`src/rtl/wakeup_queue_if.sv`:
```
// Signal bundle between Dispatch, the wakeup queue and the FU issue ports.
// master = Dispatch/FU side, slave = queue side.
interface wakeup_queue_if #(
  parameter int NUM_ENTRIES = 8,
  parameter int NUM_FUS     = 4,
  parameter int NUM_COLS    = 4,
  parameter int LAT_WIDTH   = 2
);
  localparam int IDX_W = $clog2(NUM_ENTRIES);
  localparam int LOC_W = $clog2(NUM_FUS) + $clog2(NUM_COLS);

  logic                   flush;
  logic                   entry_free;
  logic [IDX_W-1:0]       entry_index;
  logic                   dispatch_valid;
  logic [LAT_WIDTH-1:0]   latency;
  logic                   src1_dp_en;
  logic                   src2_dp_en;
  logic [LOC_W-1:0]       src1_dp_loc;
  logic [LOC_W-1:0]       src2_dp_loc;
  logic [LOC_W-1:0]       dst_loc;
  logic                   issue_valid;
  logic [IDX_W-1:0]       issue_index;
  logic [LOC_W-1:0]       issue_dst_loc;
  logic                   issue_ready;
  logic [NUM_ENTRIES-1:0] wakeup_mask;

  modport master (
    output flush, dispatch_valid, latency, src1_dp_en, src2_dp_en,
           src1_dp_loc, src2_dp_loc, dst_loc, issue_ready,
    input  entry_free, entry_index, issue_valid, issue_index,
           issue_dst_loc, wakeup_mask
  );

  modport slave (
    input  flush, dispatch_valid, latency, src1_dp_en, src2_dp_en,
           src1_dp_loc, src2_dp_loc, dst_loc, issue_ready,
    output entry_free, entry_index, issue_valid, issue_index,
           issue_dst_loc, wakeup_mask
  );
endinterface

```
`src/rtl/wakeup_queue.sv`:
```
// Wakeup queue: holds dispatched instructions, tracks producer dependencies,
// issues the lowest ready slot and broadcasts its destination after its latency.
module wakeup_queue #(
  parameter int NUM_ENTRIES = 8,
  parameter int NUM_FUS     = 4,
  parameter int NUM_COLS    = 4,
  parameter int LAT_WIDTH   = 2
) (
  input  logic          clk,
  input  logic          rst,
  wakeup_queue_if.slave bus
);
  localparam int FU_IDX_WIDTH  = $clog2(NUM_FUS);
  localparam int COL_IDX_WIDTH = $clog2(NUM_COLS);
  localparam int IDX_W         = $clog2(NUM_ENTRIES);
  localparam int LOC_W         = FU_IDX_WIDTH + COL_IDX_WIDTH;

  localparam logic [1:0] ST_FREE  = 2'd0;
  localparam logic [1:0] ST_WAIT  = 2'd1;
  localparam logic [1:0] ST_READY = 2'd2;
  localparam logic [1:0] ST_EXEC  = 2'd3;

  logic [NUM_ENTRIES-1:0]            free_vec;
  logic [NUM_ENTRIES-1:0]            ready_vec;
  logic [NUM_ENTRIES-1:0]            bcast_vec;
  logic [NUM_ENTRIES-1:0][LOC_W-1:0] dst_all;
  logic [IDX_W-1:0]                  free_idx;
  logic [IDX_W-1:0]                  ready_idx;
  logic                              any_free;
  logic                              any_ready;
  logic                              disp_fire;
  logic                              issue_fire;
  logic                              disp_hit1;
  logic                              disp_hit2;
  logic [LAT_WIDTH-1:0]              disp_lat;

  always_comb begin
    free_idx  = '0;
    ready_idx = '0;
    for (int i = NUM_ENTRIES - 1; i >= 0; i--) begin
      if (free_vec[i])  free_idx  = IDX_W'(i);
      if (ready_vec[i]) ready_idx = IDX_W'(i);
    end
  end

  assign any_free   = |free_vec;
  assign any_ready  = |ready_vec;
  assign disp_fire  = bus.dispatch_valid && any_free;
  assign issue_fire = any_ready && bus.issue_ready;
  assign disp_lat   = (bus.latency == '0) ? LAT_WIDTH'(1) : bus.latency;

  // Same-cycle bypass: a source produced by a slot broadcasting right now
  // is stored as already satisfied.
  always_comb begin
    disp_hit1 = 1'b0;
    disp_hit2 = 1'b0;
    for (int j = 0; j < NUM_ENTRIES; j++) begin
      if (bcast_vec[j] && (dst_all[j] == bus.src1_dp_loc)) disp_hit1 = 1'b1;
      if (bcast_vec[j] && (dst_all[j] == bus.src2_dp_loc)) disp_hit2 = 1'b1;
    end
  end

  for (genvar gi = 0; gi < NUM_ENTRIES; gi++) begin : g_slot
    logic [1:0]           state_q, state_d;
    logic                 wait1_q, wait1_d;
    logic                 wait2_q, wait2_d;
    logic [LOC_W-1:0]     loc1_q, loc1_d;
    logic [LOC_W-1:0]     loc2_q, loc2_d;
    logic [LOC_W-1:0]     dst_q, dst_d;
    logic [LAT_WIDTH-1:0] lat_q, lat_d;
    logic [LAT_WIDTH-1:0] cnt_q, cnt_d;
    logic                 hit1;
    logic                 hit2;

    assign free_vec[gi]  = (state_q == ST_FREE);
    assign ready_vec[gi] = (state_q == ST_READY);
    assign bcast_vec[gi] = (state_q == ST_EXEC) && (cnt_q == LAT_WIDTH'(1)) && !bus.flush;
    assign dst_all[gi]   = dst_q;

    always_comb begin
      hit1 = 1'b0;
      hit2 = 1'b0;
      for (int j = 0; j < NUM_ENTRIES; j++) begin
        if (bcast_vec[j] && (dst_all[j] == loc1_q)) hit1 = 1'b1;
        if (bcast_vec[j] && (dst_all[j] == loc2_q)) hit2 = 1'b1;
      end
    end

    always_comb begin
      state_d = state_q;
      wait1_d = wait1_q;
      wait2_d = wait2_q;
      loc1_d  = loc1_q;
      loc2_d  = loc2_q;
      dst_d   = dst_q;
      lat_d   = lat_q;
      cnt_d   = cnt_q;
      case (state_q)
        ST_FREE: begin
          if (disp_fire && (free_idx == IDX_W'(gi))) begin
            wait1_d = bus.src1_dp_en && !disp_hit1;
            wait2_d = bus.src2_dp_en && !disp_hit2;
            loc1_d  = bus.src1_dp_loc;
            loc2_d  = bus.src2_dp_loc;
            dst_d   = bus.dst_loc;
            lat_d   = disp_lat;
            state_d = (wait1_d || wait2_d) ? ST_WAIT : ST_READY;
          end
        end
        ST_WAIT: begin
          if (hit1) wait1_d = 1'b0;
          if (hit2) wait2_d = 1'b0;
          if (!wait1_d && !wait2_d) state_d = ST_READY;
        end
        ST_READY: begin
          if (issue_fire && (ready_idx == IDX_W'(gi))) begin
            state_d = ST_EXEC;
            cnt_d   = lat_q;
          end
        end
        default: begin
          // The broadcast cycle is count==1; the slot frees on the next edge.
          if (cnt_q <= LAT_WIDTH'(1)) begin
            state_d = ST_FREE;
            cnt_d   = '0;
          end else begin
            cnt_d = cnt_q - LAT_WIDTH'(1);
          end
        end
      endcase
      if (bus.flush) state_d = ST_FREE;
    end

    always_ff @(posedge clk) begin
      if (rst) begin
        state_q <= ST_FREE;
        wait1_q <= 1'b0;
        wait2_q <= 1'b0;
        loc1_q  <= '0;
        loc2_q  <= '0;
        dst_q   <= '0;
        lat_q   <= '0;
        cnt_q   <= '0;
      end else begin
        state_q <= state_d;
        wait1_q <= wait1_d;
        wait2_q <= wait2_d;
        loc1_q  <= loc1_d;
        loc2_q  <= loc2_d;
        dst_q   <= dst_d;
        lat_q   <= lat_d;
        cnt_q   <= cnt_d;
      end
    end
  end

  assign bus.entry_free    = any_free;
  assign bus.entry_index   = free_idx;
  assign bus.issue_valid   = any_ready;
  assign bus.issue_index   = ready_idx;
  assign bus.issue_dst_loc = any_ready ? dst_all[ready_idx] : '0;
  assign bus.wakeup_mask   = bcast_vec;
endmodule

```
`src/flat_wrapper.sv`:
```
// flat-port wrapper written by rule: the top's interface ports become plain ports
module wakeup_queue_flat 
#(
  parameter int NUM_ENTRIES = 8,
  parameter int NUM_FUS     = 4,
  parameter int NUM_COLS    = 4,
  parameter int LAT_WIDTH   = 2
)
  (clk, rst, bus_flush, bus_dispatch_valid, bus_latency, bus_src1_dp_en, bus_src2_dp_en, bus_src1_dp_loc, bus_src2_dp_loc, bus_dst_loc, bus_issue_ready, bus_entry_free, bus_entry_index, bus_issue_valid, bus_issue_index, bus_issue_dst_loc, bus_wakeup_mask);
  wakeup_queue_if #(.NUM_ENTRIES(NUM_ENTRIES), .NUM_FUS(NUM_FUS), .NUM_COLS(NUM_COLS), .LAT_WIDTH(LAT_WIDTH)) bus_i ();
  input  logic clk;
  input  logic rst;
  input wire logic [$bits(bus_i.flush)-1:0] bus_flush;
  input wire logic [$bits(bus_i.dispatch_valid)-1:0] bus_dispatch_valid;
  input wire logic [$bits(bus_i.latency)-1:0] bus_latency;
  input wire logic [$bits(bus_i.src1_dp_en)-1:0] bus_src1_dp_en;
  input wire logic [$bits(bus_i.src2_dp_en)-1:0] bus_src2_dp_en;
  input wire logic [$bits(bus_i.src1_dp_loc)-1:0] bus_src1_dp_loc;
  input wire logic [$bits(bus_i.src2_dp_loc)-1:0] bus_src2_dp_loc;
  input wire logic [$bits(bus_i.dst_loc)-1:0] bus_dst_loc;
  input wire logic [$bits(bus_i.issue_ready)-1:0] bus_issue_ready;
  output wire logic [$bits(bus_i.entry_free)-1:0] bus_entry_free;
  output wire logic [$bits(bus_i.entry_index)-1:0] bus_entry_index;
  output wire logic [$bits(bus_i.issue_valid)-1:0] bus_issue_valid;
  output wire logic [$bits(bus_i.issue_index)-1:0] bus_issue_index;
  output wire logic [$bits(bus_i.issue_dst_loc)-1:0] bus_issue_dst_loc;
  output wire logic [$bits(bus_i.wakeup_mask)-1:0] bus_wakeup_mask;
  assign bus_i.flush = bus_flush;
  assign bus_i.dispatch_valid = bus_dispatch_valid;
  assign bus_i.latency = bus_latency;
  assign bus_i.src1_dp_en = bus_src1_dp_en;
  assign bus_i.src2_dp_en = bus_src2_dp_en;
  assign bus_i.src1_dp_loc = bus_src1_dp_loc;
  assign bus_i.src2_dp_loc = bus_src2_dp_loc;
  assign bus_i.dst_loc = bus_dst_loc;
  assign bus_i.issue_ready = bus_issue_ready;
  assign bus_entry_free = bus_i.entry_free;
  assign bus_entry_index = bus_i.entry_index;
  assign bus_issue_valid = bus_i.issue_valid;
  assign bus_issue_index = bus_i.issue_index;
  assign bus_issue_dst_loc = bus_i.issue_dst_loc;
  assign bus_wakeup_mask = bus_i.wakeup_mask;
  wakeup_queue #(.NUM_ENTRIES(NUM_ENTRIES), .NUM_FUS(NUM_FUS), .NUM_COLS(NUM_COLS), .LAT_WIDTH(LAT_WIDTH)) u_core (.clk(clk), .rst(rst), .bus(bus_i));
endmodule
```
`config.mk`:
```
export PLATFORM = sky130hd
export DESIGN_NAME = wakeup_queue_flat
export DESIGN_NICKNAME = d
export VERILOG_FILES = /design/src/rtl/wakeup_queue_if.sv /design/src/rtl/wakeup_queue.sv /design/src/flat_wrapper.sv
export SDC_FILE = /design/constraint.sdc
export NUM_CORES = 1
export LEC_CHECK = 0
export CAP_MARGIN = 20
export CORE_AREA = 2 2 185 187
export CTS_CLUSTER_SIZE = 40
export DETAILED_ROUTE_END_ITERATION = 10
export DIE_AREA = 0 0 187 189
export PLACE_DENSITY = 0.64
export SYNTH_ARGS = -nofsm -noshare
export SYNTH_HDL_FRONTEND = slang
export SYNTH_SLANG_ARGS = --single-unit
```
`constraint.sdc`:
```
create_clock -name clk -period 3 [get_ports clk]
set_input_delay 0.3 -clock clk [delete_from_list [all_inputs] [get_ports clk]]
set_output_delay 0.3 -clock clk [all_outputs]
set_load 0.02 [all_outputs]
```
* Yosys cells after proc, flatten, opt, wreduce, memory -nomap -nowiden
Cells that the tools add are included. Widths: inputs -> output; s select.
Word-level totals: input port bits 21, logic and storage cells 874, flip-flop bits (word level) 160, output and inout port bits 20
Cells by class: reduce and logical (&&, ||, !) cells 278, magnitude comparators 9, multiplexer cells 293, equality and inequality tests 214, add/sub/neg operators 8, bitwise gates (word level) 8
Operator list (count):
- $eq 4x4->1 | 144
- $mux 1 | 192
- $logic_and 1x1->1 | 188
- $mux 2 | 50
- $mux 3 | 16
- $pmux 2 s3 | 8
- $reduce_and 2->1 | 24
- $eq 2x1->1 const B | 16
- $eq 2x2->1 const B | 16
- $ne 2x2->1 const B | 16
- $pmux 1 s2 | 16
- $pmux 2 s2 | 8
- $reduce_and 4->1 | 8
- $reduce_bool 4->1 | 8
- $eq 3x3->1 const B | 8
- $logic_not 1->1 | 19
- $logic_not 2->1 | 9
- $reduce_or 2->1 | 9
- $le 2x1->1 const B | 8
- $ne 2x1->1 const B | 8
- $reduce_bool 2->1 | 8
- $reduce_or 8->1 | 2
- $sub 2x1->2 const B | 8
- $bmux 4 s3 | 1
- 7 further kinds | 20

* Logic depth before layout (Yosys ltp)
Gate-level depths: netlist of the first run.
word-level depth 18, depth in mapped cells 12, gate-level depth less buffers 10

* Worst setup path before layout of the first run
Ideal clock, no wire load.
path type register to register, start reg u_core.g_slot[2].state_q[0], end reg u_core.g_slot[6].state_q[0], data required time 2.908 ns, slack -0.076 ns, data arrival time 2.984 ns, cell stages (with the launch flop) 13, cell sequence dfxtp_1 -> inv_1 -> ha_1 -> buf_2 -> nor4_1 -> nor2b_1 -> nand3_1 -> nand2b_1 -> clkbuf_1 -> a21oi_1 -> or4b_4 -> or3_1 -> o32ai_1
On the way: elaborated cells between the ends (all ways) 66
RTL lines:
- start, declared | RTL line wakeup_queue.sv:64 | logic [1:0] state_q, state_d;
- start signal, assigned | RTL line wakeup_queue.sv:145 | state_q <= state_d;
- $logic_not 2->1 | RTL line wakeup_queue.sv:75 | assign free_vec[gi] = (state_q == ST_FREE);
- $mux 3 (3 in a row) | RTL line wakeup_queue.sv:41 | if (free_vec[i]) free_idx = IDX_W'(i);
- via bus_entry_index[2] | RTL line flat_wrapper.sv:23 | output wire logic [$bits(bus_i.entry_index)-1:0] bus_entry_index;
- $eq 3x3->1 | RTL line wakeup_queue.sv:100 | if (disp_fire && (free_idx == IDX_W'(gi))) begin
- $logic_and 1x1->1 | RTL line wakeup_queue.sv:100
- $ne 2x2->1 (no source line)
- $reduce_and 4->1 (no source line)
- end signal, assigned | RTL line wakeup_queue.sv:145
- end, declared | RTL line wakeup_queue.sv:64
The timed path passes the listed nets, and every way through them passes these cells. The select of a mux whose other input is x is not followed. A chain may end at the register's enable or synchronous reset.

* Worst setup path in the final report of the first run
start reg u_core.g_slot[5].state_q[0], end out bus_issue_dst_loc[2]
On the way: longest elaborated chain between the ends 10, elaborated cells between the ends (all ways) 11
Ends and longest elaborated chain:
- start, declared | RTL line wakeup_queue.sv:64
- start signal, assigned | RTL line wakeup_queue.sv:145
- $eq 2x2->1 * | RTL line wakeup_queue.sv:76 | assign ready_vec[gi] = (state_q == ST_READY);
- $mux 3 (6 in a row) | RTL line wakeup_queue.sv:42 | if (ready_vec[i]) ready_idx = IDX_W'(i);
- $bmux 4 s3 | RTL line wakeup_queue.sv:161 | assign bus.issue_dst_loc = any_ready ? dst_all[ready_idx] : '0;
- $mux 4 (not written as such) | RTL line wakeup_queue.sv:161
- $mux 4 * | RTL line wakeup_queue.sv:161
- end, declared | RTL line flat_wrapper.sv:26 | output wire logic [$bits(bus_i.issue_dst_loc)-1:0] bus_issue_dst_loc;
Mark *: on every way between the ends. The rest lies on a longest branch, timed or not. The select of a mux whose other input is x is not followed.

==> impl_metrics.csv, run 1 <==
group,metric,value,unit
final_layout,post-route-util,0.521,
critical_path,regToRegStartpoint,"u_core.g_slot[7].loc2_q[1]",
routing,drc,0,
global_route,gr-usage-all-layers,0.332,
die,die-area,35300,um2
timing,fin_crit_sh,0.983,
timing,relSlewSlack,0.501,
flow_run,max_cap_viol_count,0,
critical_path,cpMostUsedCell,"inv_1",
timing,clock-skew-final,14.0,ps
logic_synthesis,synth-warning-count,0,
timing,final_period_minus_worst_setup_slack,2950,ps
clock_tree,worstSkewPairLatency,460,ps
global_route,via_count_of_the_first_global_routing_pass,14000,
power,power.clock.fraction,0.424,
routing,num_vias,15100,
timing,report.final.slew_viol_count,0,
critical_path,cpLargestDelayFamily,"buffers and inverters",
logic_synthesis,syn_inst,1944,
status,outcome,"complete, no violations",
power,cellInternalPower,3.76,mW
global_route,wire_length_of_the_first_global_routing_pass,88.9,mm
clock_tree,cts_max_level,4,
logic_synthesis,synth_top_flop_cell,"dfxtp_1",
final_layout,fin_nets,2047,
routing,detail_route.wl_per_cell,24.5,um
critical_path,list_of_cells_traversed_by_the_critical_path,"inv_1, ha_1, inv_1, a21oi_2, o21bai_2, buf_12, buf_4, mux2_2, nor2_1, a21oi_1, a22o_1, buf_2",
critical_path,start_kind,"flip-flop",
power,power.density_cell_area,307,nW/um2
timing,setup_violations,0,
logic_synthesis,syn_area,14800,um2
power,switching_share,0.293,
power,p_leak,6.33,nW
critical_path,worst-endpoint-required,2700,ps
routing,drtAntennaViolNets,0,
global_route,grt_max_degree,55,
critical_path,reg2reg_to,"u_core.g_slot[7].state_q[0]",
power,totalPowerFinal,5.32,mW
final_layout,areaGrowthSynthToFinish,16.7,%
critical_path,setup.worst_path.class,"reg -> out",
critical_path,crit_path_top_delay_cell,"dfxtp_2",
critical_path,setup.reg_to_reg.worst_slack,120,ps
placement,detailedPlacementHpwl,41.8,mm
clock_tree,cts-buffers-inserted,17,
clock_tree,clock_sink_count,160,
critical_path,worst-path-buf-inv,5,
logic_synthesis,count_of_different_cell_masters_after_synthesis,65,
critical_path,ff2ff_path_depth,10,
final_layout,number_of_antenna_cells_inserted,0,
clock_tree,cts_tree,"done",
global_route,antenna_found_initial,0,
final_layout,post_route_cells_drive_above_1_share,0.139,
power,max-vdd-ir-drop,0.000438,V
die,die_height,189,um
timing,rsz0062_at_grt,"true",
hold_path,min-delay-start,"rst",
clock_tree,clk_pin_slew_worst_paths,70,ps
critical_path,critical_path.max_stage_delay,360,ps
logic_synthesis,synth_top_area_cell,"xnor2_1",
timing,timing_worst_slew_pin_value,748,ps
die,rows,67,
critical_path,worstPathArrival,2650,ps
timing,fmax,339,MHz
hold_path,hold-path-cell-count,2,
critical_path,cp_max_fo,8,
timing,hold_viol,0,
logic_synthesis,ys_seq_elements,160,
power,total_switching_power,1.56,mW
logic_synthesis,synth_sequential_area_ratio,0.216,
logic_synthesis,synth_top_cell_area_share,0.270,
die,floorplan.core_area,33300,um2
routing,detail_route.iter0.violations,1890,
placement,place.port_buffers,40,
routing,routed_wirelength,59.9,mm
die,chipWidth,187,um
logic_synthesis,synth-edff-count,0,
hold_path,min_path_type,"in -> reg",
clock_tree,cts.path.max_buffers,2,
logic_synthesis,postSynth.asyncResetShare,0,
logic_synthesis,synth_area_per_cell,7.64,um2
critical_path,worstSetupEndpointType,"output pin",
timing,timing.hold.ws,347,ps
clock_tree,clock-root-buffer,"clkbuf_16",
clock_tree,cts.hold.buffers_added,0,
hold_path,holdPathEnd,"u_core.g_slot[4].cnt_q[0]",
routing,drt_pre_antenna_iters,6,
global_route,sum_of_overflow_across_all_layers_after_global_routing,0,
power,pwr-share-comb,0.156,
logic_synthesis,synth.area.top_cells,"xnor2_1 (27%), dfxtp_1 (22%), xor2_1 (7.0%)",
logic_synthesis,postSynthNetCount,2001,
die,num_io_pins,41,
placement,final_weighted_congestion_in_routability_driven_placement,1.04,
die,initial_standard_cell_utilization_of_the_core,0.446,
final_layout,n_fill_cell,3153,
power,power.share.sequential,0.421,
routing,number_of_vias_per_cell,6.16,
-- per-layer routing --
| metal | GRT usage | vias to the layer above | share of wire |
|---|---|---|---|
| li1 | - | 6672 | - |
| met1 | 0.437 | 7225 | 0.41 |
| met2 | 0.510 | 960 | 0.43 |
| met3 | 0.0723 | 216 | 0.11 |
| met4 | 0.173 | 0 | 0.054 |
| met5 | 0 | - | 0 |
-- logic make-up after synthesis --
kind of cell	Yosys count	synth area share
xor gates and xnor gates	576	0.340
AOI/OAI and AO/OA	328	0.136
buffers and inverters	258	0.0721
and+or+nand+nor	554	0.183
DFF	160	0.216
adders and majority gates	36	0.0303
muxes	32	0.0223
-- worst max path at each step --
stage / end / startpoint / cells after the start / slack (ps)
detailed placement: u_core.g_slot[5].state_q[1] / bus_flush / 10 / -150
finish: bus_issue_dst_loc[2] / u_core.g_slot[5].state_q[0] / 12 / 50
CTS: bus_issue_dst_loc[2] / u_core.g_slot[5].state_q[0] / 11 / 1
global route: bus_issue_dst_loc[2] / u_core.g_slot[5].state_q[0] / 12 / -20
floorplan: u_core.g_slot[6].state_q[0] / u_core.g_slot[2].state_q[0] / 12 / 50
global placement: u_core.g_slot[1].state_q[0] / bus_flush / 10 / -140
-- layout by cell type (no fill, tap or decap), types with 32 or more instances in the layout --
| cell type | n |
|---|---|
| a21oi_1 | 135 |
| buf_4 | 181 |
| clkdlybuf4s50_1 | 32 |
| dfxtp_1 | 152 |
| inv_1 | 40 |
| nand2_1 | 199 |
| nand4_1 | 116 |
| nor2_1 | 92 |
| o21ai_0 | 36 |
| o22ai_1 | 41 |
| xnor2_1 | 458 |
| xor2_1 | 118 |
-- power groups by stage --
stage	Combinational [mW]	Clock [mW]	Sequential (mW)
6_report	0.827	2.25	2.24
3_5_place_dp	0.800	0	2.28
2_1_floorplan	0.579	0	2.22
5_1_grt	0.878	2.36	2.24
3_3_place_gp	0.793	0	2.28
4_1_cts	0.803	2.28	2.23
-- synthesized netlist by cell type (8+ instances only) --
cell type	instances
buf_1	32
a211oi_1	21
a21oi_1	136
ha_1	36
xnor2_1	458
dfxtp_1	160
a31oi_1	12
inv_1	40
xor2_1	118
nor3_1	30
clkbuf_1	109
nor2_1	93
mux2_2	8
o22ai_1	41
o211ai_1	17
nand3_1	31
o21ai_0	37
buf_2	71
nor4_1	31
nor2b_1	13
nand4_1	116
mux2i_1	24
nand2_1	200
-- metrics by stage --
stage	instances	worst slack [ps]	setup TNS [ps]	area, um2
after global placement	2411	-145	-424	16700
final	2448	50.8	0	17300
after global routing	2448	-21.0	-21.2	17300
after detailed placement	2411	-145	-892	16700
after CTS	2443	1.06	0	17200
after floorplan	1944	48.4	0	14900
-- state kept, by name (all words and copies together), names as in the netlist --
register	cells
u_core.g_slot.dst_q	32
u_core.g_slot.loc1_q	32
u_core.g_slot.loc2_q	32
u_core.g_slot.cnt_q	16
u_core.g_slot.lat_q	16
u_core.g_slot.state_q	16
u_core.g_slot.wait1_q	8
u_core.g_slot.wait2_q	8
-- cell type report --
| cell class | instances | area [um2] | area share |
|---|---|---|---|
| Clock buffer | 19 | 453 | 0.0261 |
| Timing Repair Buffer | 244 | 2200 | 0.127 |
| Sequential cell | 160 | 3210 | 0.185 |
| Inverter | 41 | 154 | 0.00888 |
| Clock inverter | 10 | 114 | 0.00657 |
| Multi-Input combinational cell | 1526 | 10600 | 0.613 |
| Tap cell | 448 | 561 | 0.0324 |
-- what timing repair did --
| item | 4_1_cts | 5_1_grt |
|---|---|---|
| pin swaps | 4 | 6 |
| gates resized for setup | 22 | 22 |
| setup endpoints to repair | 7 | 11 |
| buffers inserted | 3 | 5 |
-- worst register-to-register path, stage by stage (launching register included) --
cell,delay (ps)
dfxtp_1,540
buf_4,230
xor2_1,70
nor4_1,550
a2111oi_0,210
buf_4,170
nand3_1,170
buf_4,150
o2111ai_1,200
or3_1,380
o32ai_1,120
Power figures use the tool's default switching activity.
==> run 2: changes to the inputs <==
- CORE_AREA: 2 2 185 187 -> 4 4 249 251
- DIE_AREA: 0 0 187 189 -> 0 0 253 255
- PLACE_DENSITY: 0.64 -> 0.41
==> run 2 against run 1 <==
  * Non-clock buffer count rose by 3
  * Worst setup slack improved by 4.1 ps
  * Hold slack improved by 2.3 ps
  * Highest routed layer unchanged
  * Combinational power rose by 6.5%
  * Clock power rose by 7%
  * First-iteration DRC count fell by 12%
  * Global-route usage fell by 12 points
==> impl_metrics.csv, run 2 (same netlist as run 1, synthesis figures left out) <==
group,metric,value,unit
status,outcome,"complete, no violations",
die,rows,90,
die,die-area,64500,um2
final_layout,n_fill_cell,6390,
clock_tree,cts.path.max_buffers,2,
die,floorplan.core_area,59900,um2
global_route,gr-usage-all-layers,0.214,
placement,final_weighted_congestion_in_routability_driven_placement,0.896,
final_layout,layout.area.seq,3210,um2
timing,setup_violations,0,
clock_tree,clock_sink_count,160,
critical_path,setup.worst_path.class,"reg -> out",
critical_path,setup.reg_to_reg.worst_slack,140,ps
final_layout,fin_nets,2050,
critical_path,regToRegStartpoint,"u_core.g_slot[1].state_q[0]",
critical_path,start_kind,"flip-flop",
final_layout,layout_common_cells,"xnor2_1 (458), nand2_1 (200), buf_4 (177)",
timing,fmax,340,MHz
routing,detail_route.wl_per_cell,24.9,um
power,max-vdd-ir-drop,0.000514,V
hold_path,min_path_type,"in -> reg",
clock_tree,cts_max_level,4,
routing,drtAntennaViolNets,0,
global_route,sum_of_overflow_across_all_layers_after_global_routing,0,
final_layout,post_route_cells_drive_above_1_share,0.147,
clock_tree,cts_tree,"done",
timing,report.final.slew_viol_count,0,
timing,final_critical_path_setup_slack,54.9,ps
global_route,antenna_found_initial,1,
critical_path,ff2ff_path_depth,11,
clock_tree,clk_pin_slew_worst_paths,80,ps
routing,drc,0,
clock_tree,worstSkewPairLatency,510,ps
routing,drt_pre_antenna_iters,6,
timing,hold_viol,0,
placement,detailedPlacementHpwl,47.7,mm
clock_tree,clock-root-buffer,"clkbuf_16",
routing,routed_wirelength,69.5,mm
final_layout,layout.cells.most_common,"xnor2_1",
global_route,via_count_of_the_first_global_routing_pass,14200,
die,initial_standard_cell_utilization_of_the_core,0.248,
routing,detail_route.iter0.violations,1659,
timing,clock-skew-final,15.9,ps
die,num_io_pins,41,
critical_path,worst_setup_path_startpoint,"u_core.g_slot[4].state_q[1]",
final_layout,biggestRegsByFlops,"u_core.g_slot.dst_q x32, u_core.g_slot.loc1_q x32, u_core.g_slot.loc2_q x32",
critical_path,cp_max_fo,5,
power,p_leak,6.43,nW
hold_path,hold-path-cell-count,2,
critical_path,worst-endpoint-required,2700,ps
die,die_height,255,um
clock_tree,cts-buffers-inserted,17,
placement,place.port_buffers,40,
placement,place_worst_setup_slack,-279,ps
flow_run,max_cap_viol_count,0,
critical_path,worstSetupEndpointType,"output pin",
timing,rsz0062_at_grt,"true",
final_layout,areaGrowthSynthToFinish,21.4,%
global_route,wire_length_of_the_first_global_routing_pass,101,mm
routing,num_vias,14800,
routing,number_of_vias_per_cell,5.30,
die,chipWidth,253,um
power,power.density_cell_area,306,nW/um2
hold_path,min-delay-start,"rst",
final_layout,multi_input_comb_area,10700,um2
timing,fin_setup_tns,0,ps
global_route,grt_max_degree,86,
timing,timing_worst_slew_pin_value,878,ps
timing,relSlewSlack,0.415,
timing,fin_crit_sh,0.982,
timing,final_period_minus_worst_setup_slack,2950,ps
critical_path,worstPathArrival,2650,ps
run 2: cell types whose count changed in the layout (fill, tap and decap cells not counted), sizes merged:
cell           delta
inv               +8
buf               +7
dlymetal6s2s      +1
diode             +2
bufinv            -1
clkinv            -2
clkbuf            -2
clkdlybuf4s50     -5
run 2: path summary, 6_finish.rpt:
path / end
setup / recovery: bus_issue_dst_loc[3]
hold / removal: u_core.g_slot[0].cnt_q[1]
setup reg to reg: u_core.g_slot[5].state_q[0]
hold reg to reg: u_core.g_slot[3].lat_q[1]
run 2: where the power goes:
| group | total, mW | switching [mW] | internal, mW |
|---|---|---|---|
| sequential | 2.23 | 0.0741 | 2.16 |
| clock | 2.40 | 1.20 | 1.20 |
| combinational | 0.881 | 0.516 | 0.366 |
| total | 5.51 | 1.79 | 3.72 |
run 2: timing repair:
action / 4_1_cts / 5_1_grt
hold buffers: 0 / 0
resized for setup: 30 / 32
pin swaps: 3 / 8
setup buffers: 3 / 3
gates cloned: 1 / 0
endpoints found under the setup margin: 7 / 21
run 2: metrics by stage:
stage	utilization	area, um2	total power [mW]	hold WS [ps]	cells
global placement	0.287	17200	3.14	452	2749
floorplan	-	14900	2.80	437	1944
global route	0.301	18000	5.70	389	2788
CTS	0.298	17900	5.57	327	2785
detailed placement	0.287	17200	3.15	458	2749
finish	0.301	18000	5.51	350	2790
run 2: final cells by class:
class                   instances  share of cell area
well taps                     782              0.0543
diodes                          2            0.000278
flip-flops and latches        160               0.178
repair buffers                247               0.131
clock inverters                15              0.0102
clock buffers                  17              0.0236
inverters                      41             0.00854
multi-input cells            1526               0.594
run 2: layer usage:
metal  up-vias  wire (um)  global-route usage
li1       6691          -                   -
met1      7319      31800               0.300
met2       634      30700               0.334
met3       142       4860              0.0343
met4         0       2200              0.0763
met5         -          0                   0
run 2: critical path, cell delays in order, from the launching register on:
cell      delay, ps
dfxtp_1         420
ha_1            310
a21oi_4          60
o21bai_4        160
buf_6           160
buf_4           110
mux2_2          310
nor2_1           90
a21oi_1          60
a22o_1          290
buf_6           160
